### src/rtl/feeder_pkg.sv
// Shared definitions for the skew feeder: FSM encoding and default geometry.
package feeder_pkg;

  localparam int unsigned DEF_MAX_WIDTH  = 9;
  localparam int unsigned DEF_DATA_WIDTH = 8;
  localparam int unsigned DEF_FIFO_DEPTH = 4;

  typedef enum logic [1:0] {
    IDLE   = 2'd0,
    STREAM = 2'd1,
    DRAIN  = 2'd2,
    DONE   = 2'd3
  } feeder_state_e;

endpackage

### src/rtl/vec_fifo.sv
// Synchronous vector FIFO with registered occupancy and registered empty/full flags.
module vec_fifo #(
  parameter int unsigned Width = 72,
  parameter int unsigned Depth = 4
) (
  input  logic             clk,
  input  logic             rst,
  input  logic             i_push,
  input  logic [Width-1:0] i_wdata,
  input  logic             i_pop,
  output logic [Width-1:0] o_head_c,
  output logic             o_empty,
  output logic             o_full
);

  localparam int unsigned CntW = $clog2(Depth + 1);
  localparam int unsigned PtrW = (Depth > 1) ? $clog2(Depth) : 1;

  logic [Width-1:0] r_mem [Depth];
  logic [PtrW-1:0]  r_wptr;
  logic [PtrW-1:0]  r_rptr;
  logic [CntW-1:0]  r_count;
  logic [CntW-1:0]  w_count_nxt;
  logic             r_empty;
  logic             r_full;
  logic             w_push;
  logic             w_pop;

  // Full refuses a push even when a pop happens in the same cycle.
  assign w_push   = i_push & ~r_full;
  assign w_pop    = i_pop & ~r_empty;
  assign o_head_c = r_mem[r_rptr];
  assign o_empty  = r_empty;
  assign o_full   = r_full;

  // Next occupancy from this cycle's push/pop.
  always_comb begin
    w_count_nxt = r_count;
    if (w_push && !w_pop) begin
      w_count_nxt = r_count + CntW'(1);
    end else if (!w_push && w_pop) begin
      w_count_nxt = r_count - CntW'(1);
    end
  end

  // Pointers, occupancy and flags.
  always_ff @(posedge clk) begin
    if (rst) begin
      r_wptr  <= '0;
      r_rptr  <= '0;
      r_count <= '0;
      r_empty <= 1'b1;
      r_full  <= 1'b0;
    end else begin
      if (w_push) begin
        r_wptr <= (r_wptr == PtrW'(Depth - 1)) ? '0 : r_wptr + PtrW'(1);
      end
      if (w_pop) begin
        r_rptr <= (r_rptr == PtrW'(Depth - 1)) ? '0 : r_rptr + PtrW'(1);
      end
      r_count <= w_count_nxt;
      r_empty <= (w_count_nxt == '0);
      r_full  <= (w_count_nxt == CntW'(Depth));
    end
  end

  // Storage write; contents need no reset since the flags gate every read.
  always_ff @(posedge clk) begin
    if (w_push) begin
      r_mem[r_wptr] <= i_wdata;
    end
  end

endmodule

### src/rtl/skew_feeder.sv
// Buffers routed vectors and feeds them diagonally skewed (lane i delayed i cycles) into an array.
module skew_feeder
  import feeder_pkg::*;
#(
  parameter int unsigned MaxWidth  = DEF_MAX_WIDTH,
  parameter int unsigned DataWidth = DEF_DATA_WIDTH,
  parameter int unsigned FifoDepth = DEF_FIFO_DEPTH
) (
  input  logic                          clk,
  input  logic                          rst,
  input  logic                          vecValid,
  input  logic [MaxWidth*DataWidth-1:0] vecIn,
  input  logic                          lastIn,
  input  logic                          stall,
  output logic                          vecReady,
  output logic [MaxWidth-1:0]           laneValid,
  output logic [MaxWidth*DataWidth-1:0] laneData,
  output logic                          overflow,
  output logic                          done
);

  localparam int unsigned VecW   = MaxWidth * DataWidth;
  localparam int unsigned DrainW = $clog2(MaxWidth + 1);

  feeder_state_e         r_state;
  feeder_state_e         w_state_nxt;
  logic                  w_done_nxt;
  logic                  w_full;
  logic                  w_empty;
  logic [VecW-1:0]       w_head;
  logic                  w_accept;
  logic                  w_issue;
  logic                  w_to_drain;
  logic                  r_last_seen;
  logic [DrainW-1:0]     r_drain_cnt;
  logic                  r_overflow;
  logic                  r_done;

  assign vecReady   = ~w_full;
  assign w_accept   = vecValid & ~w_full;
  assign w_issue    = (r_state == STREAM) & ~w_empty & ~stall;
  assign w_to_drain = (r_state == STREAM) & (w_state_nxt == DRAIN);
  assign overflow   = r_overflow;
  assign done       = r_done;

  vec_fifo #(
    .Width (VecW),
    .Depth (FifoDepth)
  ) u_fifo (
    .clk      (clk),
    .rst      (rst),
    .i_push   (w_accept),
    .i_wdata  (vecIn),
    .i_pop    (w_issue),
    .o_head_c (w_head),
    .o_empty  (w_empty),
    .o_full   (w_full)
  );

  // State register.
  always_ff @(posedge clk) begin
    if (rst) begin
      r_state <= IDLE;
    end else begin
      r_state <= w_state_nxt;
    end
  end

  // Next-state decode; IDLE also restarts on vectors parked during DRAIN/DONE.
  always_comb begin
    w_state_nxt = r_state;
    w_done_nxt  = 1'b0;
    unique case (r_state)
      IDLE:    if (w_accept || !w_empty) w_state_nxt = STREAM;
      STREAM:  if (r_last_seen && w_empty) w_state_nxt = DRAIN;
      DRAIN:   if (!stall && (r_drain_cnt == DrainW'(MaxWidth - 1))) w_state_nxt = DONE;
      DONE:    w_state_nxt = IDLE;
      default: w_state_nxt = IDLE;
    endcase
    w_done_nxt = (w_state_nxt == DONE);
  end

  // End-of-stream latch; a last flag riding on a new vector survives the drain hand-off.
  always_ff @(posedge clk) begin
    if (rst) begin
      r_last_seen <= 1'b0;
    end else if (w_accept && lastIn) begin
      r_last_seen <= 1'b1;
    end else if (w_to_drain) begin
      r_last_seen <= 1'b0;
    end else if ((r_state == STREAM) && !vecValid && lastIn) begin
      r_last_seen <= 1'b1;
    end
  end

  // Counts unstalled DRAIN cycles so the last diagonal leaves the array.
  always_ff @(posedge clk) begin
    if (rst || (r_state != DRAIN)) begin
      r_drain_cnt <= '0;
    end else if (!stall) begin
      r_drain_cnt <= r_drain_cnt + DrainW'(1);
    end
  end

  // Sticky overflow and one-cycle done pulse.
  always_ff @(posedge clk) begin
    if (rst) begin
      r_overflow <= 1'b0;
      r_done     <= 1'b0;
    end else begin
      r_overflow <= r_overflow | (vecValid & w_full);
      r_done     <= w_done_nxt;
    end
  end

  // Per-lane shift register: stage 0 takes the issued byte, lane l exits at stage l.
  for (genvar l = 0; l < MaxWidth; l++) begin : g_lane
    logic [DataWidth-1:0] r_dat [0:l];
    logic [l:0]           r_vld;

    // Advance the lane's skew chain unless the array holds.
    always_ff @(posedge clk) begin
      if (rst) begin
        r_vld <= '0;
        for (int s = 0; s <= l; s++) begin
          r_dat[s] <= '0;
        end
      end else if (!stall) begin
        r_vld[0] <= w_issue;
        r_dat[0] <= w_issue ? w_head[l*DataWidth +: DataWidth] : '0;
        for (int s = 1; s <= l; s++) begin
          r_vld[s] <= r_vld[s-1];
          r_dat[s] <= r_dat[s-1];
        end
      end
    end

    assign laneValid[l]                        = r_vld[l];
    assign laneData[l*DataWidth +: DataWidth]  = r_dat[l];
  end

endmodule

### config.mk
export PLATFORM = sky130hd
export DESIGN_NAME = skew_feeder
export DESIGN_NICKNAME = d
export VERILOG_FILES = /design/src/rtl/feeder_pkg.sv /design/src/rtl/vec_fifo.sv /design/src/rtl/skew_feeder.sv
export SDC_FILE = /design/constraint.sdc
export NUM_CORES = 1
export LEC_CHECK = 0
export BUFFER_PORTS_ARGS = -buffer_cell sky130_fd_sc_hd__clkbuf_2
export CAP_MARGIN = 30
export CORE_MARGIN = 1.5
export CORE_UTILIZATION = 39
export DETAILED_ROUTE_END_ITERATION = 10
export GPL_TIMING_DRIVEN = 0
export HOLD_SLACK_MARGIN = 0.1
export PLACE_DENSITY = 0.58
export SYNTH_ARGS = -nofsm -noshare
export SYNTH_HDL_FRONTEND = slang
export SYNTH_HIERARCHICAL = 1
export SYNTH_SLANG_ARGS = --single-unit
### constraint.sdc
create_clock -name clk -period 10.45 [get_ports clk]
set_input_delay 0.5225 -clock clk [delete_from_list [all_inputs] [get_ports clk]]
set_output_delay 0.5225 -clock clk [all_outputs]
set_load 0.05 [all_outputs]
After elaboration in Yosys (flattened, before gate mapping):

Memories as Yosys holds them, arrays and structs flattened. A register that Yosys moved wholly into a read port is not among the register bits.
Cells that the tools add are included.

* input port bits: 77
* RAM bits: 648
* bits in read-only memories: 0
* memories kept: 10
* latch bits: 0
* bits in registers: 63
* logic and storage cells: 192

* divide/modulo/power cells: 0
* reduce and logical (&&, ||, !) cells: 18
* mux-type cells: 75
* equal/unequal tests: 10
* add/subtract/negate cells: 5
* bitwise operators: 55
* $mul: 0
* shift-type cells: 0
* magnitude comparators: 0

Memory list
* u_fifo.r_mem: depth 4, width 72, rd ports 1, clocked after Yosys merged registers in 1, write ports 1, line vec_fifo.sv:19 `logic [Width-1:0] r_mem [Depth];`
* g_lane[8].r_dat: depth 9, width 8, rd ports 9, clocked after Yosys merged registers in 0, write ports 9, line skew_feeder.sv:118 `logic [DataWidth-1:0] r_dat [0:l];`
* g_lane[7].r_dat: depth 8, width 8, rd ports 8, clocked after Yosys merged registers in 0, write ports 8, line skew_feeder.sv:118
* g_lane[6].r_dat: depth 7, width 8, rd ports 7, clocked after Yosys merged registers in 0, write ports 7, line skew_feeder.sv:118
* g_lane[5].r_dat: depth 6, width 8, rd ports 6, clocked after Yosys merged registers in 0, write ports 6, line skew_feeder.sv:118
* g_lane[4].r_dat: depth 5, width 8, rd ports 5, clocked after Yosys merged registers in 0, write ports 5, line skew_feeder.sv:118
* +4 memories

Operators with widths (number)
* $mux W8: 54
* $or A1 B1 Y1: 45
* $mux W2: 7
* $eq A2 B2 Y1 const B: 6
* $mux W1: 11
* $pmux W2 S4: 1
* $reduce_or A8 Y1: 1
* $and A1 B1 Y1: 7
* $logic_and A1 B1 Y1: 7
* $mux W3: 2
* $logic_not A1 Y1: 5
* $add A2 B1 Y2 const B: 2
* $add A4 B1 Y4 const B: 1
* $eq A4 B4 Y1 const B: 1
* $add A3 B1 Y3 const B: 1
* $eq A3 B3 Y1 const B: 1
* $logic_not A3 Y1: 1
* $not A1 Y1: 3
* $reduce_bool A3 Y1: 1
* $sub A3 B1 Y3 const B: 1
* $eq A2 B1 Y1 const B: 1
* $logic_not A2 Y1: 1
* $logic_or A1 B1 Y1: 2
* $ne A2 B2 Y1 const B: 1

Longest topological paths before layout:

Gate-level depths: netlist of run 1.

* depth in word-level cells: 9
* mapped depth: 8

Modules after synthesis:

Netlist of run 1, hierarchy kept.

By module, submodules not included
* skew_feeder: area each 14279.9 um2, cells each 878, sequential area each 11170.7 um2, times used 1
* vec_fifo: area each 11038.1 um2, cells each 450, sequential area each 8868.5 um2, times used 1

Worst setup path after synthesis of run 1:

No wires, ideal clock.

* path kind: input to register
* start point: input stall
* end point: memory g_lane[0].r_dat[0][0] in the netlist's numbering (enable)
* arrival: 6754 ps
* data required time: 7799 ps
* setup slack: 1045 ps
* library setup time: 2651 ps
* buffers on the path: 2
* cell stages on the path: 3
* cell sequence: buf_4 > buf_2 > nand2_1

* cells in the longest elaborated chain, start to end: 5

RTL lines
* start, declared: line skew_feeder.sv:14 `input logic stall,`
* $mux W1 (*): line skew_feeder.sv:128 `end else if (!stall) begin`
* $mux W1 (*): line skew_feeder.sv:123 `if (rst) begin`
* $mux W1 (*): line skew_feeder.sv:130 `r_dat[0] <= w_issue ? w_head[l*DataWidth +: DataWidth] : '0;`
* $reduce_or A8 Y1 (no line)
* $mux W1 (no line) (*)
* end, declared: line skew_feeder.sv:118

Every way passes the cells marked *; elsewhere a longest branch is shown, timed or not.

==> qor.csv, run 1 <==
stage;metric;value;unit
run_status;outcome;completed;
power;Pwr Total;6.03;mW
cells_and_area;Synth-to-Final Area Change;17.1;%
timing;final setup fails;0;
clock_tree;clock sink total;677;
critical_path;Max FO, Critical Path;73;
synthesis;register area share after synthesis;0.791;
die;Initial Utilization;0.393;
cells_and_area;Ant. Diodes;0;
timing;setup ws final;7980;ps
critical_path;WP buf/inv;6;
critical_path;Slowest-stage cell, CP;nand2_4;
routing;Vias;11254;
critical_path;Worst Setup Start Kind;input port;
die;Top Ports;161;
global_route;global route overflow;0;
clock_tree;Clock transition at path regs;60;ps
clock_tree;H-tree depth;3;
timing;Final Cycle Share;0.236;
timing;Least-Margin Pin Slew;827;ps
clock_tree;buffer count from post-CTS setup fixing;0;
synthesis;#FFs+latches synth;677;
placement;pre-CTS setup slack;7310;ps
critical_path;critical-path cell list;clkbuf_2, buf_2, inv_1, nand2_4, buf_16, buf_16, buf_16;
timing;Pins Over Slew Limit;0;
critical_path;CP max stage delay;470;ps
synthesis;Post-synth EDFFs;648;
routing;number of remaining DRC errors;0;
timing;Layout Skew;20.0;ps
cells_and_area;most frequent cells in the layout;648 x edfxtp_1, 336 x and2_1, 166 x clkbuf_2;
timing;minimum clock period;2470;ps
die;Die ar.;66500;um^2
power;Lkg Pwr;10.9;nW
clock_tree;Worst-Skew Late Latency;600;ps
synthesis;Post-Syn Area;25300;um^2
synthesis;Synth Flop Type;edfxtp_1;
global_route;first-pass GRT wire length;66300;um
critical_path;crit path from;rst;
critical_path;R2R Setup Slk;8210;ps
routing;WL/cell;17.3;um
critical_path;Setup CP Type;input port to flop;
timing;Hold Slack;141;ps
die;row count;93;
routing;DRT antenna net count;0;
worst_hold_path;hold path start;vecIn[6];
routing;initial DRC count;627;
timing;f_max;406;MHz
cells_and_area;Util after Layout;0.461;
critical_path;Top delay family on crit path;buffers and inverters;
cells_and_area;most common cell after layout, fill and taps aside;edfxtp_1;
job;number of max-cap violations;0;
cells_and_area;nets;1657;
power;VDD IR max;0.0984;mV
timing;RSZ-0062 raised after global routing;no;
synthesis;Gate Count Post-Synth;1328;
placement;routability cong.;0.741;
clock_tree;Hold-fix buffers, CTS;0;
global_route;initial antenna violation count;6;
timing;max_slew headroom;0.449;
routing;final WL;42900;um
critical_path;crit path DAT;2720;ps
power;PwrDens;204;nW/um^2
global_route;gr usage total;0.131;
placement;Port Buffers;159;
synthesis;synth unique cells;40;
worst_hold_path;Worst Hold Class;input port to flop;
global_route;largest net degree at the start of global routing;74;
timing;final hold vios;0;
die;Die X-Extent;258;um
critical_path;Req. time, crit path;10710;ps
critical_path;Crit. End Element;flop;
synthesis;ys async rst share;0;
clock_tree;post-cts sizing count;0;
routing;detailed-router iteration count before antenna repair;4;
die;Core Box Area;64300;um^2
routing;vias per cell;4.54;
clock_tree;CTS buffer count;71;
critical_path;Crit path top cell by count;buf_16;
synthesis;syn nets;1414;
placement;HPWL Detailed;26600;um
critical_path;Reg2Reg Launch Point;u_fifo/o_full;
cells_and_area;fraction of layout instances using a drive strength above 1;0.259;
clock_tree;Max clock buf depth;3;
global_route;number of global-route vias before repair;11639;
clock_tree;TritonCTS clock tree;yes;
die;die span in y;258;um
cells_and_area;Non-Filler Instances;2477;
synthesis;Ys Warns;6;
clock_tree;CTS root buf;clkbuf_16;
placement;Inst Count DP;2353;
synthesis;Syn Area/Cell;19.1;um^2
-- cells in the mapped netlist, types with 2 or more instances --
cell / number / area, um^2
edfxtp_1: 648 / 19500
nand4b_1: 2 / 17.5
nor2b_1: 26 / 163
o21ai_0: 3 / 15.0
clkbuf_1: 30 / 113
buf_6: 9 / 101
mux2i_1: 9 / 90.1
and3_1: 2 / 12.5
buf_2: 13 / 65.1
buf_4: 42 / 315
nor2_1: 20 / 75.1
and2_1: 340 / 2130
xnor2_1: 2 / 17.5
nor4_1: 3 / 18.8
nor3_1: 5 / 25.0
ha_1: 9 / 113
clkbuf_2: 7 / 35.0
nand3_1: 4 / 20.0
xor2_1: 2 / 17.5
mux4_2: 72 / 1620
dfxtp_1: 29 / 581
nand2b_1: 3 / 18.8
nand2_1: 8 / 30.0
inv_1: 12 / 45.0
a21oi_1: 12 / 60.1
a211oi_1: 2 / 15.0
-- flip-flops by register name, summed over array words and instances (netlist names), named ones only --
register / cells
overflow: 1
r_drain_cnt: 4
u_fifo/r_count: 3
u_fifo/r_mem: 288
g_lane.r_vld: 9
u_fifo/o_empty: 1
g_lane.r_dat: 360
r_state: 2
done: 1
u_fifo/r_wptr: 2
u_fifo/r_rptr: 2
r_last_seen: 1
u_fifo/o_full: 1
-- metrics by stage --
step | TNS (ps) | instance area (um^2)
final | 0 | 29700
after global routing | 0 | 29700
after CTS | 0 | 29700
after detailed placement | 0 | 27500
after global placement | -941310 | 27200
after floorplan | 0 | 25300
-- final timing paths --
path                            cells past startpoint               endpoint
worst max-delay path                                7  g_lane[4].r_dat[0][8]
worst min-delay path                                1     u_fifo/r_mem[0][6]
worst max register to register                      5    u_fifo/r_mem[1][32]
worst min register to register                      2               overflow
-- where the power goes --
group / internal [mW] / leakage [nW] / switching (mW)
Combinational: 0.170 / 2.93 / 0.289
Clock: 1.36 / 1.06 / 0.973
Sequential: 3.19 / 6.87 / 0.0478
Total: 4.72 / 10.9 / 1.31
-- kinds of logic (layout without fill, tap and decap cells) --
group,count (synthesis),after routing,synth area share
flops,677,677,0.791
simple gates,420,420,0.102
buf+inv,114,408,0.0268
mux,81,81,0.0676
compound gates,22,22,0.00553
fa+ha+maj,9,9,0.00445
xor+xnor,5,5,0.00203
-- layer usage --
layer	part of all wire	wire (um)	vias to the layer above	track usage
li1	-	-	5393	-
met1	0.41	17600	5598	0.156
met5	0.00093	40	-	0
met3	0.050	2160	66	0.0330
met2	0.51	22100	191	0.229
met4	0.024	1020	6	0.0528
-- layout make-up --
cell class	count	area, um^2
Timing Repair Buffer	170	1070
Clock buffer	95	2000
Sequential cell	677	20000
Multi-Input combinational cell	537	4620
Fill cell	5463	34700
Buffer	102	633
Inverter	12	45.0
Clock inverter	29	179
Tap cell	855	1070
No activity file was read; power rests on OpenSTA's default activity.
==> inputs of run 2 (changes only) <==
==> constraint.sdc (replaced) <==
create_clock -name clk -period 2.5 [get_ports clk]
set_input_delay 0.125 -clock clk [delete_from_list [all_inputs] [get_ports clk]]
set_output_delay 0.125 -clock clk [all_outputs]
set_load 0.05 [all_outputs]
==> run 2 against run 1 <==
Against the previous run: final area increased by 2.6%; global-route usage increased by 0.080 points; register-to-register slack worse by 7900 ps; flip-flop and latch count is the same; total power rose to 4.3 times the previous value; clock power grew to 4.3 times the previous value; hold slack improved by 140 ps; via count grew 1.9%; die area is the same; count of clock-buffer cells in the layout shrank 19; highest routed layer unchanged.
==> qor.csv, run 2 (synthesized netlist as in run 1, its figures left out) <==
stage;metric;value;unit;change
critical_path;crit path DAT;2440;ps;-280 ps
critical_path;Setup CP Type;flop to flop;;
critical_path;Crit. End Element;flop;;
die;Die X-Extent;258;um;unchanged
routing;final WL;43500;um;+1.3%
routing;DRT antenna net count;0;;unchanged
placement;area of placed instances;27400;um^2;-0.22%
critical_path;WP buf/inv;2;;-4
timing;final hold vios;0;;unchanged
global_route;largest net degree at the start of global routing;128;;+73%
die;row count;93;;unchanged
placement;routability cong.;0.708;;-4.4%
cells_and_area;most common cell after layout, fill and taps aside;edfxtp_1;;
cells_and_area;most flop-heavy register;g_lane.r_dat;;
routing;detailed-router iteration count before antenna repair;4;;unchanged
die;die span in y;258;um;unchanged
power;VDD IR max;0.369;mV;+280%
die;Die ar.;66500;um^2;unchanged
cells_and_area;Synth-to-Final Area Change;20.2;%;
critical_path;Worst Setup Start Kind;flop;;
clock_tree;buffer count from post-CTS setup fixing;0;;unchanged
cells_and_area;fin area;30400;um^2;+2.6%
critical_path;CP max stage delay;480;ps;about the same
clock_tree;CTS buffer count;68;;-4.2%
placement;Inst Count DP;2350;;-0.13%
placement;Port Buffers;159;;unchanged
routing;initial DRC count;747;;+19%
global_route;global route overflow;0;;unchanged
routing;Vias;11471;;+1.9%
cells_and_area;Non-Filler Instances;2545;;+2.7%
critical_path;Top delay family on crit path;simple AND/OR/NAND/NOR gates;;
clock_tree;H-tree depth;3;;unchanged
critical_path;critical-path cell list;nor2b_1, and2b_4, buf_6, and2_4, buf_16;;
timing;minimum clock period;2180;ps;
clock_tree;CTS root buf;clkbuf_16;;
clock_tree;clock sink total;677;;unchanged
cells_and_area;Util after Layout;0.473;;+0.0120
global_route;first-pass GRT wire length;66800;um;+0.76%
timing;RSZ-0062 raised after global routing;no;;
global_route;initial antenna violation count;5;;-1
cells_and_area;most frequent cells in the layout;648 x edfxtp_1, 336 x and2_1, 166 x clkbuf_2;;
timing;Final Cycle Share;0.873;;
critical_path;Req. time, crit path;2760;ps;-7950 ps
timing;Pins Over Slew Limit;0;;unchanged
die;Core Box Area;64300;um^2;unchanged
clock_tree;Max clock buf depth;3;;unchanged
placement;HPWL Detailed;26600;um;-0.11%
timing;f_max;458;MHz;
cells_and_area;max reg flops;360;;unchanged
timing;Layout Skew;30.0;ps;+10.0 ps
routing;vias per cell;4.51;;-0.80%
clock_tree;Clock transition at path regs;60;ps;about the same
cells_and_area;Largest regs;g_lane.r_dat: 360 flops, u_fifo/r_mem: 288 flops, g_lane.r_vld: 9 flops;;
job;number of max-cap violations;0;;unchanged
critical_path;Slowest-stage cell, CP;and2_4;;
global_route;gr usage total;0.132;;+0.000799
clock_tree;TritonCTS clock tree;yes;;
power;Lkg Pwr;11.2;nW;+3.0%
die;Top Ports;161;;unchanged
routing;number of remaining DRC errors;0;;unchanged
clock_tree;post-cts sizing count;0;;unchanged
cells_and_area;fraction of layout instances using a drive strength above 1;0.252;;-0.00701
timing;Least-Margin Pin Slew;853;ps;+26.2 ps
timing;final setup fails;0;;unchanged
cells_and_area;nets;1729;;+4.3%
global_route;number of global-route vias before repair;11845;;+1.8%
power;PwrDens;844;nW/um^2;+310%
die;Initial Utilization;0.393;;unchanged
worst_hold_path;Worst Hold Class;input port to flop;;
run_status;outcome;completed;;
timing;max_slew headroom;0.431;;-0.0175
critical_path;Max FO, Critical Path;46;;-37%
clock_tree;Worst-Skew Late Latency;600;ps;about the same
routing;WL/cell;17.1;um;-1.4%
==> run 2: worst register-to-register path: cells and delay by family, from the launching register on <==
kind	cells	cell delay (ps)
buf+inv	2	490
flops	1	350
simple gates	3	970
==> run 2: final timing paths <==
check / slack, ps / cells after the start / start / to
setup / recovery: 320 / 5 / u_fifo/o_full / u_fifo/r_mem[1][46]
hold / removal: 280 / 2 / vecIn[13] / u_fifo/r_mem[0][13]
setup reg to reg: 320 / 5 / u_fifo/o_full / u_fifo/r_mem[1][46]
hold reg to reg: 490 / 2 / overflow / overflow
==> run 2: timing repair <==
action	CTS	global route
hold endpoints to repair	305	0
setup endpoints to repair	0	127
hold buffers	78	0
==> run 2: power breakdown <==
part           switching (mW)  internal (mW)  total [mW]
combinational            1.23          0.780        2.01
clock                    4.09           6.04        10.1
sequential              0.200           13.3        13.5
==> run 2: stage by stage <==
step / TNS [ps] / setup slack (ps) / power (mW) / hold slack, ps
floorplan: 0 / 125 / 15.1 / 204
global placement: -427750 / -710 / 15.6 / 338
detailed placement: -12220 / -112 / 15.7 / 344
CTS: 0 / 20.6 / 26.0 / 239
global route: 0 / 184 / 26.6 / 274
finish: 0 / 318 / 25.7 / 279
==> run 2: metal layers <==
metal  vias to the layer above  share of wire  global-route usage
met3                        58          0.043              0.0286
met1                      5676           0.42               0.160
met4                         4          0.021              0.0502
li1                       5538              -                   -
met2                       195           0.51               0.231
met5                         -        0.00053                   0
==> run 2: area by class of cell <==
type                            instances  area, um^2
Fill cell                            5396       33900
Sequential cell                       677       20000
Multi-Input combinational cell        537        4630
Timing Repair Buffer                  245        1780
Clock buffer                           76        1770
Tap cell                              855        1070
Buffer                                102         633
Clock inverter                         38         450
Inverter                               12        45.0
Antenna cell                            3        7.51
